===== src/rtl/mem_arbiter.sv =====
// Arbitrates instruction-fetch and data requests from the cache onto a single-ported RAM.
// One transaction at a time, data-first with round-robin fairness, sticky error flag.
module mem_arbiter #(
  parameter int TIMEOUT = 255,
  parameter int ADDR_W  = 32
) (
  input  logic              CLK,
  input  logic              nRST,
  input  logic              iREN,
  input  logic [ADDR_W-1:0] iaddr,
  input  logic              dREN,
  input  logic              dWEN,
  input  logic [ADDR_W-1:0] daddr,
  input  logic [31:0]       dstore,
  output logic              iwait,
  output logic              dwait,
  output logic [31:0]       iload,
  output logic [31:0]       dload,
  output logic              ramREN,
  output logic              ramWEN,
  output logic [ADDR_W-1:0] ramaddr,
  output logic [31:0]       ramstore,
  input  logic [31:0]       ramload,
  input  logic [1:0]        ramstate,
  output logic              memerr
);

  localparam int TCNT_W = (TIMEOUT < 1) ? 1 : $clog2(TIMEOUT + 1);
  localparam logic [TCNT_W-1:0] TCNT_MAX = TCNT_W'(TIMEOUT);

  localparam logic [1:0] RAM_ACCESS = 2'd2;
  localparam logic [1:0] RAM_ERROR  = 2'd3;

  typedef enum logic [1:0] {
    IDLE   = 2'd0,
    IGRANT = 2'd1,
    DGRANT = 2'd2
  } state_t;

  state_t              r_state;
  logic                r_last_d;
  logic [ADDR_W-1:0]   r_addr;
  logic [31:0]         r_store;
  logic                r_wr;
  logic [TCNT_W-1:0]   r_tcnt;
  logic                r_memerr;

  state_t              w_state_next;
  logic                w_last_d_next;
  logic [ADDR_W-1:0]   w_addr_next;
  logic [31:0]         w_store_next;
  logic                w_wr_next;
  logic [TCNT_W-1:0]   w_tcnt_next;
  logic                w_memerr_next;

  logic                w_d_req;
  logic                w_access;
  logic                w_error;
  logic [TCNT_W-1:0]   w_tcnt_sat;

  assign w_d_req  = dREN | dWEN;
  assign w_access = (ramstate == RAM_ACCESS);
  assign w_error  = (ramstate == RAM_ERROR);
  // Saturating increment: the arbiter keeps waiting after a timeout, it only flags it.
  assign w_tcnt_sat = (r_tcnt == TCNT_MAX) ? r_tcnt : r_tcnt + 1'b1;

  assign ramaddr  = r_addr;
  assign ramstore = r_store;
  assign iload    = ramload;
  assign dload    = ramload;
  assign memerr   = r_memerr;

  always_ff @(posedge CLK or negedge nRST) begin
    if (!nRST) begin
      r_state  <= IDLE;
      r_last_d <= 1'b0;
      r_addr   <= '0;
      r_store  <= '0;
      r_wr     <= 1'b0;
      r_tcnt   <= '0;
      r_memerr <= 1'b0;
    end else begin
      r_state  <= w_state_next;
      r_last_d <= w_last_d_next;
      r_addr   <= w_addr_next;
      r_store  <= w_store_next;
      r_wr     <= w_wr_next;
      r_tcnt   <= w_tcnt_next;
      r_memerr <= w_memerr_next;
    end
  end

  always_comb begin
    w_state_next  = r_state;
    w_last_d_next = r_last_d;
    w_addr_next   = r_addr;
    w_store_next  = r_store;
    w_wr_next     = r_wr;
    w_tcnt_next   = r_tcnt;
    w_memerr_next = r_memerr;
    iwait         = 1'b1;
    dwait         = 1'b1;
    ramREN        = 1'b0;
    ramWEN        = 1'b0;

    case (r_state)
      IDLE: begin
        w_tcnt_next = '0;
        // Data wins unless it was served last and an instruction fetch is also waiting.
        if (w_d_req && (!iREN || !r_last_d)) begin
          w_state_next = DGRANT;
          w_addr_next  = daddr;
          w_store_next = dstore;
          w_wr_next    = dWEN;
        end else if (iREN) begin
          w_state_next = IGRANT;
          w_addr_next  = iaddr;
          w_wr_next    = 1'b0;
        end
      end

      IGRANT: begin
        ramREN = 1'b1;
        if (!iREN) begin
          w_state_next = IDLE;
        end else if (w_access) begin
          iwait         = 1'b0;
          w_state_next  = IDLE;
          w_last_d_next = 1'b0;
        end else begin
          w_tcnt_next = w_tcnt_sat;
          if (w_tcnt_sat == TCNT_MAX) w_memerr_next = 1'b1;
        end
      end

      DGRANT: begin
        ramREN = ~r_wr;
        ramWEN = r_wr;
        if (!w_d_req) begin
          w_state_next = IDLE;
        end else if (w_access) begin
          dwait         = 1'b0;
          w_state_next  = IDLE;
          w_last_d_next = 1'b1;
        end else begin
          w_tcnt_next = w_tcnt_sat;
          if (w_tcnt_sat == TCNT_MAX) w_memerr_next = 1'b1;
        end
      end

      default: begin
        w_state_next = IDLE;
      end
    endcase

    if ((r_state != IDLE) && w_error) w_memerr_next = 1'b1;
  end

endmodule


===== config.mk =====
export PLATFORM = sky130hd
export DESIGN_NAME = mem_arbiter
export DESIGN_NICKNAME = d
export VERILOG_FILES = /design/src/rtl/mem_arbiter.sv
export SDC_FILE = /design/constraint.sdc
export NUM_CORES = 1
export LEC_CHECK = 0
export ABC_AREA = 1
export ABC_CLOCK_PERIOD_IN_PS = 1810
export CAP_MARGIN = 20
export CORE_UTILIZATION = 33
export DETAILED_ROUTE_END_ITERATION = 7
export GPL_TIMING_DRIVEN = 0
export PLACE_DENSITY_LB_ADDON = 0.15
export SLEW_MARGIN = 15
export SYNTH_ARGS = -nofsm -noshare
export SYNTH_HDL_FRONTEND = slang
export SYNTH_SLANG_ARGS = --single-unit

===== constraint.sdc =====
create_clock -name CLK -period 1.81 [get_ports CLK]
set_clock_uncertainty 0.15 [all_clocks]
set_input_delay 0.2715 -clock CLK [delete_from_list [all_inputs] [get_ports CLK]]
set_output_delay 0.2715 -clock CLK [all_outputs]
set_load 0.02 [all_outputs]

# Yosys cells after proc, flatten, opt, wreduce, memory -nomap -nowiden
# Index checks and enable logic that the tools add are counted.
[totals]
register_bits = 77
inputBits = 135
output_inout_bits = 133
[classes]
n_addsub = 1
n_eq_ne = 13
n_mux = 33
bitwise = 2
reduce_logical = 16
[ops]
columns = ["cell", "count"]
rows = [
  ["$mux 32", 2],
  ["$mux 8", 4],
  ["$pmux 8 s3", 1],
  ["$mux 1", 17],
  ["$eq 8x8->1 const B", 2],
  ["$mux 2", 5],
  ["$ne 3x3->1 const B", 3],
  ["$add 8x1->8 const B", 1],
  ["$ne 2x2->1 const B", 4],
  ["$eq 2x2->1 const B", 3],
  ["$pmux 1 s2", 3],
  ["$pmux 2 s3", 1],
  ["$reduce_and 3->1", 2],
  ["$reduce_bool 2->1", 3],
  ["$reduce_bool 3->1", 2],
  ["$reduce_and 5->1", 1],
  ["$reduce_and 2->1", 2],
  ["$eq 2x1->1 const B", 1],
  ["$logic_and 1x1->1", 2],
  ["$logic_not 1->1", 2],
  ["$logic_not 2->1", 1],
  ["$logic_or 1x1->1", 1],
  ["$not 1->1", 1],
  ["$or 1x1->1", 1],
]

# Longest topological paths before layout
# Gate-level depths: netlist of the first run.
[logic_depth]
word_depth = 8
ltp_mapped = 10
ltp_nobuf = 10

# Least setup slack after synthesis of the first run
# No wires, ideal clock.
[synth_timing]
path_kind = "flip-flop to flip-flop"
start = "reg r_state[0]"
end = "reg r_tcnt[7]"
setup_ns = 0.076
arrival_ns = 1.504
required_time_ns = 1.584
slack_ns = 0.080
path_stages_with_launch = 10
n_path_buf = 0
cell_sequence = "dfrtp_1 -> inv_1 -> ha_1 -> inv_1 -> o21ai_0 -> nor2_4 -> inv_2 -> nor2_4 -> o21ai_1 -> o21ai_1"
[synth_via]
elab_chain_len = 3
elab_cells_between_ends = 8
classes_between = "eq/ne (4); mux (1); reduce/logical (3)"
[synth_lines]
columns = ["item", "line_no", "source"]
rows = [
  ["start, declared", "40", "state_t r_state;"],
  ["start signal, assigned", "83", "r_state <= w_state_next;"],
  ["$eq 2x2->1 (tied with other cells)", "106", "case (r_state)"],
  ["$ne 2x2->1 (no line) or $reduce_bool 3->1 (tied branches)", "--", ""],
  ["$reduce_and 3->1 (no line)", "--", ""],
  ["end signal, assigned", "88", "r_tcnt <= w_tcnt_next;"],
  ["end, declared", "45", "logic [TCNT_W-1:0] r_tcnt;"],
]
# Several ways; a longest one is shown, not always the timed one.
# A chain may end at the register's enable or synchronous reset.

# Worst setup path in the final report of the first run
[layout_timing]
start = "reg r_state[0]"
end = "out ramREN"
[layout_via]
elab_chain_len = 2
elab_cells_between_ends = 3
classes_between = "eq/ne (2); mux (1)"
[layout_lines]
columns = ["item", "line_no", "source"]
rows = [
  ["$eq 2x2->1 or $eq 2x1->1 (tied branches)", "106", ""],
  ["$pmux 1 s2 *", "106", ""],
  ["end, declared", "19", "output logic ramREN,"],
]
# Mark *: on every way between the ends. The rest lies on a longest branch, timed or not.

==> flow_summary.yaml, run 1 <==
clock_tree:
  cts-htree-levels: 3
  insertion_delay_ps: 340
  cts-buffers-inserted: 9
  cts_num_sinks: 77
  cts.clk_slew.worst_paths_ps: 60
  cts_max_path_buffers: 2
  clk_root_buffer_cell: "clkbuf_16"
  cts_tree: "yes"
status:
  outcome: "complete, but fails checks"
  violations: "negative setup slack"
synth:
  yosysWarnings: 0
  yosys.cell_count.top_type: "nand2_1"
  syn_nets: 655
  syn_area_per_cell_um2: 7.90
  synth_fa_ha_area_frac: 0.0154
  yosys.area.top_type: "dfrtp_1"
  seq_area_frac_synth: 0.474
  synthTopCellsByArea: "dfrtp_1 (47%), nand2_1 (19%), buf_4 (12%)"
  synth_compound_area_frac: 0.0815
  synth_edf_count: 0
  synthXorXnorAreaFrac: 0.00215
  synth-simple-area-share: 0.264
  synth_flop_cell: "dfrtp_1"
  yosysUniqueCellTypes: 25
  syn_area_um2: 4070
  synth_mux_area_frac: 0
  netlist.area_leader.share: 0.474
  synth-async-reset-ratio: 1.00
  synth_top_family_by_area: "simple AND/OR/NAND/NOR gates"
  synth_common_cells: "nand2_1 (208), dfrtp_1 (77), buf_4 (66)"
  ys_ff_latch: 77
  synthCells: 515
setup_path:
  cp.arrival_ps: 1410
  critPathLaunchType: "register"
  worstPathMaxFanout: 3
  cp.required_ps: 1390
  reg2reg_to: "r_tcnt[7]"
  path_class: "reg2out"
  cp-end-kind: "output port"
  rrSetupSlack_ps: 60
  rr_startpoint: "r_state[0]"
  worst_r2r_path_depth: 9
sta:
  rsz0062_at_grt: "true"
  relSlewSlack: 0.680
  whs_ps: 284
  hold_viol: 0
  fin_crit_ps: 1840
  fin_crit_sh: 1.01
  worst_slew_pin_slew_ps: 480
  drv_slew: 0
  setup_slack_ps: -26.3
  setup_viol: 1
  max_freq_ghz: 0.545
floorplanning:
  core_um2: 12000
  dieArea_um2: 12800
  die_y_um: 113
  die_w_um: 113
  rows: 40
  io-pin-count: 268
  start_util: 0.339
place:
  place.gp.congestion: 0.788
  io_buffer_count: 235
  dp_hpwl_um: 9190
  dpl_cell_area_um2: 6630
  place_ws_ps: -455
cells_and_area:
  drive_gt1_frac: 0.178
  final_core_utilization: 0.591
  nFillCells: 1085
  design_area_um2: 7100
  fin_nets: 912
  antenna_cells: 0
  synthToLayoutAreaGrowth_pct: 74.7
power_and_ir_drop:
  ir_worst_vdd_v: 0.000552
  power.density_nw_per_um2: 1500
  internal-power_uw: 6230
  p_seq_frac: 0.278
  p_clk_frac: 0.162
  totalPowerFinal_uw: 10600
  power.leakage_uw: 0.00332
  p_sw_frac: 0.415
  combPwrFrac: 0.560
  switching_power_uw: 4420
route:
  firstDrtPassIters: 4
  vias: 4201
  drt_iter0_drc: 224
  viasPerCell: 4.55
  antenna_left: 0
  remaining_drc_errors: 0
  routedWlPerCell_um: 13.0
  finalWirelength_um: 12000
global_route:
  grt_use_total: 0.190
  antenna_found_initial: 0
  grt_pass1_wl_um: 19200
  grt_pass1_vias: 4107
  globalRoute.totalOverflow: 0
  grt_max_degree: 44
worst_hold_path:
  hold_class: "in2async"
run:
  maxCapViolCount: 0
## cell type report
cell class / instances / area [µm²] / share of cell area
clock inverters: 7 / 58.8 / 0.00828
flip-flops and latches: 77 / 1930 / 0.271
inverters: 24 / 92.6 / 0.0130
repair buffers: 246 / 2470 / 0.348
clock buffers: 9 / 225 / 0.0317
multi-input cells: 331 / 1550 / 0.219
plain buffers: 83 / 593 / 0.0835
well taps: 147 / 184 / 0.0259
## power groups by stage
stage | Clock, µW | Combinational (µW) | Sequential, µW
after global placement | 0 | 5500 | 2960
after floorplan | 0 | 2170 | 3860
after detailed placement | 0 | 5590 | 2990
final | 1730 | 5960 | 2960
after global routing | 1860 | 6460 | 3060
after CTS | 1770 | 5850 | 2960
## logic make-up after synthesis
kind of cell               count (synthesis)
AOI/OAI and AO/OA                         53
xor gates and xnor gates                   1
adders and majority gates                  5
buffers and inverters                    107
DFF                                       77
and+or+nand+nor                          272
## cell usage in the layout (no fill, tap or decap), types with 3 or more instances in the layout
cell type | Yosys | routed
inv_1 | 20 | 14
a31oi_1 | 32 | 32
nand3_1 | 12 | 12
nand2_2 | 3 | 3
a21oi_4 | 1 | 3
ha_4 | 0 | 3
nor2_4 | 3 | 5
inv_2 | 4 | 9
buf_2 | 12 | 12
dfrtp_1 | 77 | 77
clkdlybuf4s50_1 | 0 | 230
buf_6 | 0 | 6
nor2_1 | 43 | 43
clkbuf_16 | 0 | 9
o21ai_0 | 6 | 5
nand2_1 | 208 | 207
o21ai_1 | 6 | 6
buf_4 | 66 | 74
## worst max-delay path by stage
| stage | start | end | depth (start not counted) | slack (ps) |
|---|---|---|---|---|
| finish | r_state[0] | ramREN | 5 | -30 |
| global route | r_state[0] | ramREN | 5 | -70 |
| floorplan | r_state[0] | r_tcnt[7] | 9 | 80 |
| global placement | nRST | ramstore[5] | 1 | -2500 |
| detailed placement | dWEN | dwait | 5 | -450 |
| CTS | r_state[0] | ramREN | 5 | -40 |
## metrics by stage
| step | std cells | setup TNS (ps) |
|---|---|---|
| after floorplan | 515 | 0 |
| after global placement | 897 | -207070 |
| after detailed placement | 898 | -15370 |
| after CTS | 921 | -61.0 |
| after global routing | 924 | -208 |
| final | 924 | -26.3 |
## what timing repair did
| action | in CTS | in global routing |
|---|---|---|
| endpoints found under the setup margin | 42 | 76 |
| setup buffers | 6 | 3 |
| hold endpoints to repair | 34 | 0 |
| pin swaps | 3 | 7 |
| hold buffers | 1 | 0 |
| gates cloned | 0 | 0 |
| gates resized for setup | 36 | 18 |
## per-layer routing
| layer | part of all wire | GRT usage | up-vias |
|---|---|---|---|
| li1 | - | - | 2078 |
| met3 | 0.057 | 0.0466 | 17 |
| met1 | 0.43 | 0.235 | 1920 |
| met5 | 0 | 0 | - |
| met2 | 0.50 | 0.321 | 186 |
| met4 | 0.021 | 0.0693 | 0 |
## flip-flops by register name (all words and copies together), names as in the netlist
name      cells
memerr        1
ramstore     32
r_last_d      1
r_wr          1
r_state       2
ramaddr      32
r_tcnt        8
## critical path: stages (launching register included)
cell and delay [ps]:
dfrtp_1 410, inv_2 90, ha_4 280, inv_4 40
a21oi_4 120, buf_6 140
No activity file was read; power rests on OpenSTA's default activity.
==> run 2, diff against run 1 <==
Settings changed: CORE_MARGIN from default to 4.
==> flow_summary.yaml, run 2 (synthesis gave the netlist of run 1 again) <==
status:
  outcome: "complete, but fails checks"
  violations: "negative setup slack"
cells_and_area:
  fin_nets: 914
  final_cell_mix: "clkdlybuf4s50_1 (230), nand2_1 (205), buf_4 (76), dfrtp_1 (76), nor2_1 (43)"
  antenna_cells: 0
  synthToLayoutAreaGrowth_pct: 77.9
  drive_gt1_frac: 0.185
  mostFrequentLayoutCell: "clkdlybuf4s50_1"
  design_area_um2: 7230
floorplanning:
  dieArea_um2: 14200
  start_util: 0.337
  die_w_um: 119
  die_y_um: 119
  io-pin-count: 268
  core_um2: 12100
  rows: 40
setup_path:
  cp_cell_sequence: "inv_2, ha_4, inv_1, a21oi_4, buf_6"
  critPathTopFamily: "flip-flops"
  cp-end-kind: "output port"
  cp.required_ps: 1390
  critPathLaunchType: "register"
  path_class: "reg2out"
  slowest_stage: "dfrtp_1"
  cp.arrival_ps: 1430
  slowest_delay_ps: 410
  rr_startpoint: "r_state[0]"
  worst_r2r_path_depth: 10
  cp.buffers_inverters: 3
  worstPathMaxFanout: 3
  rrSetupSlack_ps: 80
  reg2reg_to: "r_tcnt[7]"
run:
  maxCapViolCount: 0
clock_tree:
  cts_max_path_buffers: 2
  cts_num_sinks: 77
  insertion_delay_ps: 330
  cts-buffers-inserted: 9
  cts-htree-levels: 3
  cts.clk_slew.worst_paths_ps: 60
  clk_root_buffer_cell: "clkbuf_16"
  cts_tree: "yes"
power_and_ir_drop:
  ir_worst_vdd_v: 0.000598
  power.leakage_uw: 0.00336
  power.density_nw_per_um2: 1550
global_route:
  globalRoute.totalOverflow: 0
  grt_use_total: 0.179
  grt_pass1_vias: 4271
  grt_max_degree: 41
  grt_pass1_wl_um: 20900
  antenna_found_initial: 0
sta:
  drv_slew: 0
  fin_crit_sh: 1.02
  rsz0062_at_grt: "true"
  hold_viol: 0
  worst_slew_pin_slew_ps: 521
  max_freq_ghz: 0.540
  setup_viol: 1
  setup_slack_ps: -42.3
  setup-tns-final_ps: -42.3
  fin_crit_ps: 1850
  relSlewSlack: 0.653
route:
  antenna_left: 0
  routedWlPerCell_um: 13.5
  finalWirelength_um: 12800
  drt_iter0_drc: 313
  viasPerCell: 4.41
  vias: 4176
  remaining_drc_errors: 0
  firstDrtPassIters: 4
place:
  place.gp.congestion: 0.857
  dp_hpwl_um: 10000
  dpl_cell_area_um2: 6650
  io_buffer_count: 235
worst_hold_path:
  hold_class: "in2async"
==> run 2: changes by cell type in the layout (fill, tap and decap cells not counted), sizes merged <==
cell	before	now
bufinv	0	4
clkbuf	13	15
inv	27	25
clkinv	3	2
clkinvlp	1	0
==> run 2: where the power goes <==
group / internal (µW) / total (µW) / switching [µW]
clock network: 1500 / 2230 / 734
logic: 2780 / 6020 / 3240
registers: 2530 / 2980 / 444
==> run 2: worst max path at each step <==
stage | start | endpoint | slack [ps] | depth (start not counted)
after floorplan | r_state[0] | r_tcnt[7] | 80 | 9
after global placement | nRST | ramstore[24] | -2500 | 1
after detailed placement | dWEN | dwait | -480 | 5
after CTS | r_state[0] | ramREN | -80 | 5
after global routing | r_state[1] | ramREN | -90 | 5
final | r_state[1] | ramREN | -40 | 5
==> run 2: stage by stage <==
step                      cells  worst slack [ps]  power, µW  utilization  hold WS, ps
after detailed placement    919              -480       8600        0.551          129
after global placement      918             -2500       8480        0.550          305
after CTS                   940             -80.6      11100        0.590          312
final                       947             -42.3      11200        0.600          295
after global routing        947             -92.0      12000        0.600          332
after floorplan             515              79.6       6030            -         -174
==> run 2: final cells by class <==
class	instances	area, µm²
sequential	77	1930
timing repair buffer	248	2470
inverter	24	95.1
clock inverter	7	146
buffer	83	594
clock buffer	9	225
tap	168	210
fill	1035	4830
multi-input combinational	331	1560
==> run 2: worst reg2reg max path, delay by kind of cell (launching register included) <==
family	cells	cell delay [ps]
compound gates	3	230
fa+ha+maj	1	200
buf+inv	4	340
flops	1	460
simple gates	2	280
==> run 2: timing repair <==
item | 4_1_cts | 5_1_grt
setup buffers | 4 | 7
hold buffers | 1 | 0
gates resized for setup | 38 | 26
endpoints found under the setup margin | 42 | 76
pin swaps | 5 | 9
endpoints found under the hold margin | 37 | 0
==> run 2: routing by layer <==
metal,GRT usage,vias to the layer above,wire length (µm),part of all wire
met1,0.217,1903,5230,0.41
met5,0,-,0,0
met4,0.0688,0,265,0.021
li1,-,2076,-,-
met2,0.312,179,6550,0.51
met3,0.0351,18,754,0.059
==> run 3, diff against run 2 <==
Settings changed: MAX_ROUTING_LAYER from default to met4.
==> flow_summary.yaml, run 3 (synthesis gave the netlist of run 1 again) <==
sta:
  relSlewSlack: 0.651
  setup_viol: 1
  worst_slew_pin_slew_ps: 523
  whs_ps: 288
  drv_slew: 0
  hold_viol: 0
  rsz0062_at_grt: "true"
  setup_slack_ps: -29.3
  fin_crit_ps: 1840
  max_freq_ghz: 0.544
  fin_crit_sh: 1.02
route:
  routedWlPerCell_um: 13.5
  viasPerCell: 4.41
  remaining_drc_errors: 0
  firstDrtPassIters: 4
  vias: 4180
  drt_iter0_drc: 304
  antenna_left: 0
  finalWirelength_um: 12800
place:
  place.gp.congestion: 0.870
  dpl_cell_area_um2: 6650
  io_buffer_count: 235
  dp_hpwl_um: 10000
cells_and_area:
  drive_gt1_frac: 0.185
  fin_nets: 914
  antenna_cells: 0
  final_cell_mix: "clkdlybuf4s50_1 (230), nand2_1 (205), buf_4 (76), dfrtp_1 (76), nor2_1 (43)"
  synthToLayoutAreaGrowth_pct: 77.9
  design_area_um2: 7230
  mostFrequentLayoutCell: "clkdlybuf4s50_1"
power_and_ir_drop:
  ir_worst_vdd_v: 0.000598
  power.density_nw_per_um2: 1550
  power.leakage_uw: 0.00336
run:
  maxCapViolCount: 0
clock_tree:
  cts.clk_slew.worst_paths_ps: 60
  cts-buffers-inserted: 9
  cts_tree: "yes"
  cts-htree-levels: 3
  insertion_delay_ps: 330
  clk_root_buffer_cell: "clkbuf_16"
  cts_num_sinks: 77
  cts_max_path_buffers: 2
status:
  outcome: "complete, but fails checks"
  violations: "negative setup slack"
global_route:
  grt_util_met1: 0.219
  grt_max_degree: 41
  antenna_found_initial: 0
  grt_use_total: 0.183
  met2_usage: 0.313
  grt_pass1_vias: 4278
  grt_pass1_wl_um: 20800
  use_met3: 0.0280
  top_usage_layer: "met2"
  globalRoute.totalOverflow: 0
setup_path:
  path_class: "reg2out"
  critPathLaunchType: "register"
  cp-end-kind: "output port"
  cp.required_ps: 1390
  rrSetupSlack_ps: 80
  cp.arrival_ps: 1420
  worstPathMaxFanout: 3
worst_hold_path:
  hold_class: "in2async"
floorplanning:
  die_w_um: 119
  rows: 40
  start_util: 0.337
  core_um2: 12100
  dieArea_um2: 14200
  io-pin-count: 268
  die_y_um: 119
## run 3: cell counts in the layout (fill, tap and decap cells not counted)
No cell type changed its count.
## run 3: stage by stage
step / utilization / setup WS, ps / setup TNS [ps] / total power [µW] / std cells
floorplan: - / 79.6 / 0 / 6030 / 515
global placement: 0.550 / -2500 / -207450 / 8480 / 918
detailed placement: 0.551 / -480 / -16940 / 8600 / 919
CTS: 0.590 / -80.6 / -84.4 / 11100 / 940
global route: 0.600 / -91.3 / -246 / 12000 / 947
finish: 0.600 / -29.3 / -29.3 / 11200 / 947
## run 3: layout make-up
cell class / instances / area [µm²]
Sequential cell: 77 / 1930
Tap cell: 168 / 210
Buffer: 83 / 594
Multi-Input combinational cell: 331 / 1560
Inverter: 24 / 95.1
Timing Repair Buffer: 248 / 2470
Clock buffer: 9 / 225
Fill cell: 1035 / 4830
Clock inverter: 7 / 146
## run 3: final timing paths
path / start / endpoint / cells past startpoint
worst max-delay path: r_state[1] / ramREN / 5
worst min-delay path: nRST / ramaddr[25] / 2
worst min register to register: ramstore[11] / ramstore[11] / 2
worst max register to register: r_state[0] / r_tcnt[7] / 10
max in group asynchronous: nRST / ramstore[0] / 3
min in group CLK: ramstore[11] / ramstore[11] / 2
## run 3: worst max-delay path, cell delays in order, from the launching register on
cell and delay (ps):
dfrtp_1 400, inv_2 120, ha_4 160, inv_1 90
a21oi_4 170, buf_6 140
## run 3: power by group
part,switching (µW),total [µW],internal [µW]
clock network,739,2230,1500
registers,441,2970,2530
logic,3240,6020,2780
total,4420,11200,6810
## run 3: what timing repair did
| action | CTS | global route |
|---|---|---|
| hold buffers | 1 | 0 |
| pin swaps | 5 | 9 |
| gates resized for setup | 38 | 26 |
| gates cloned | 0 | 0 |
| setup endpoints to repair | 42 | 76 |
| hold endpoints to repair | 37 | 0 |
| buffers inserted | 4 | 7 |
## run 3: per-layer routing
| layer | part of all wire | vias to the layer above |
|---|---|---|
| met5 | 0 | - |
| met4 | 0.018 | 0 |
| met3 | 0.055 | 15 |
| met2 | 0.51 | 177 |
| met1 | 0.42 | 1910 |
| li1 | - | 2078 |
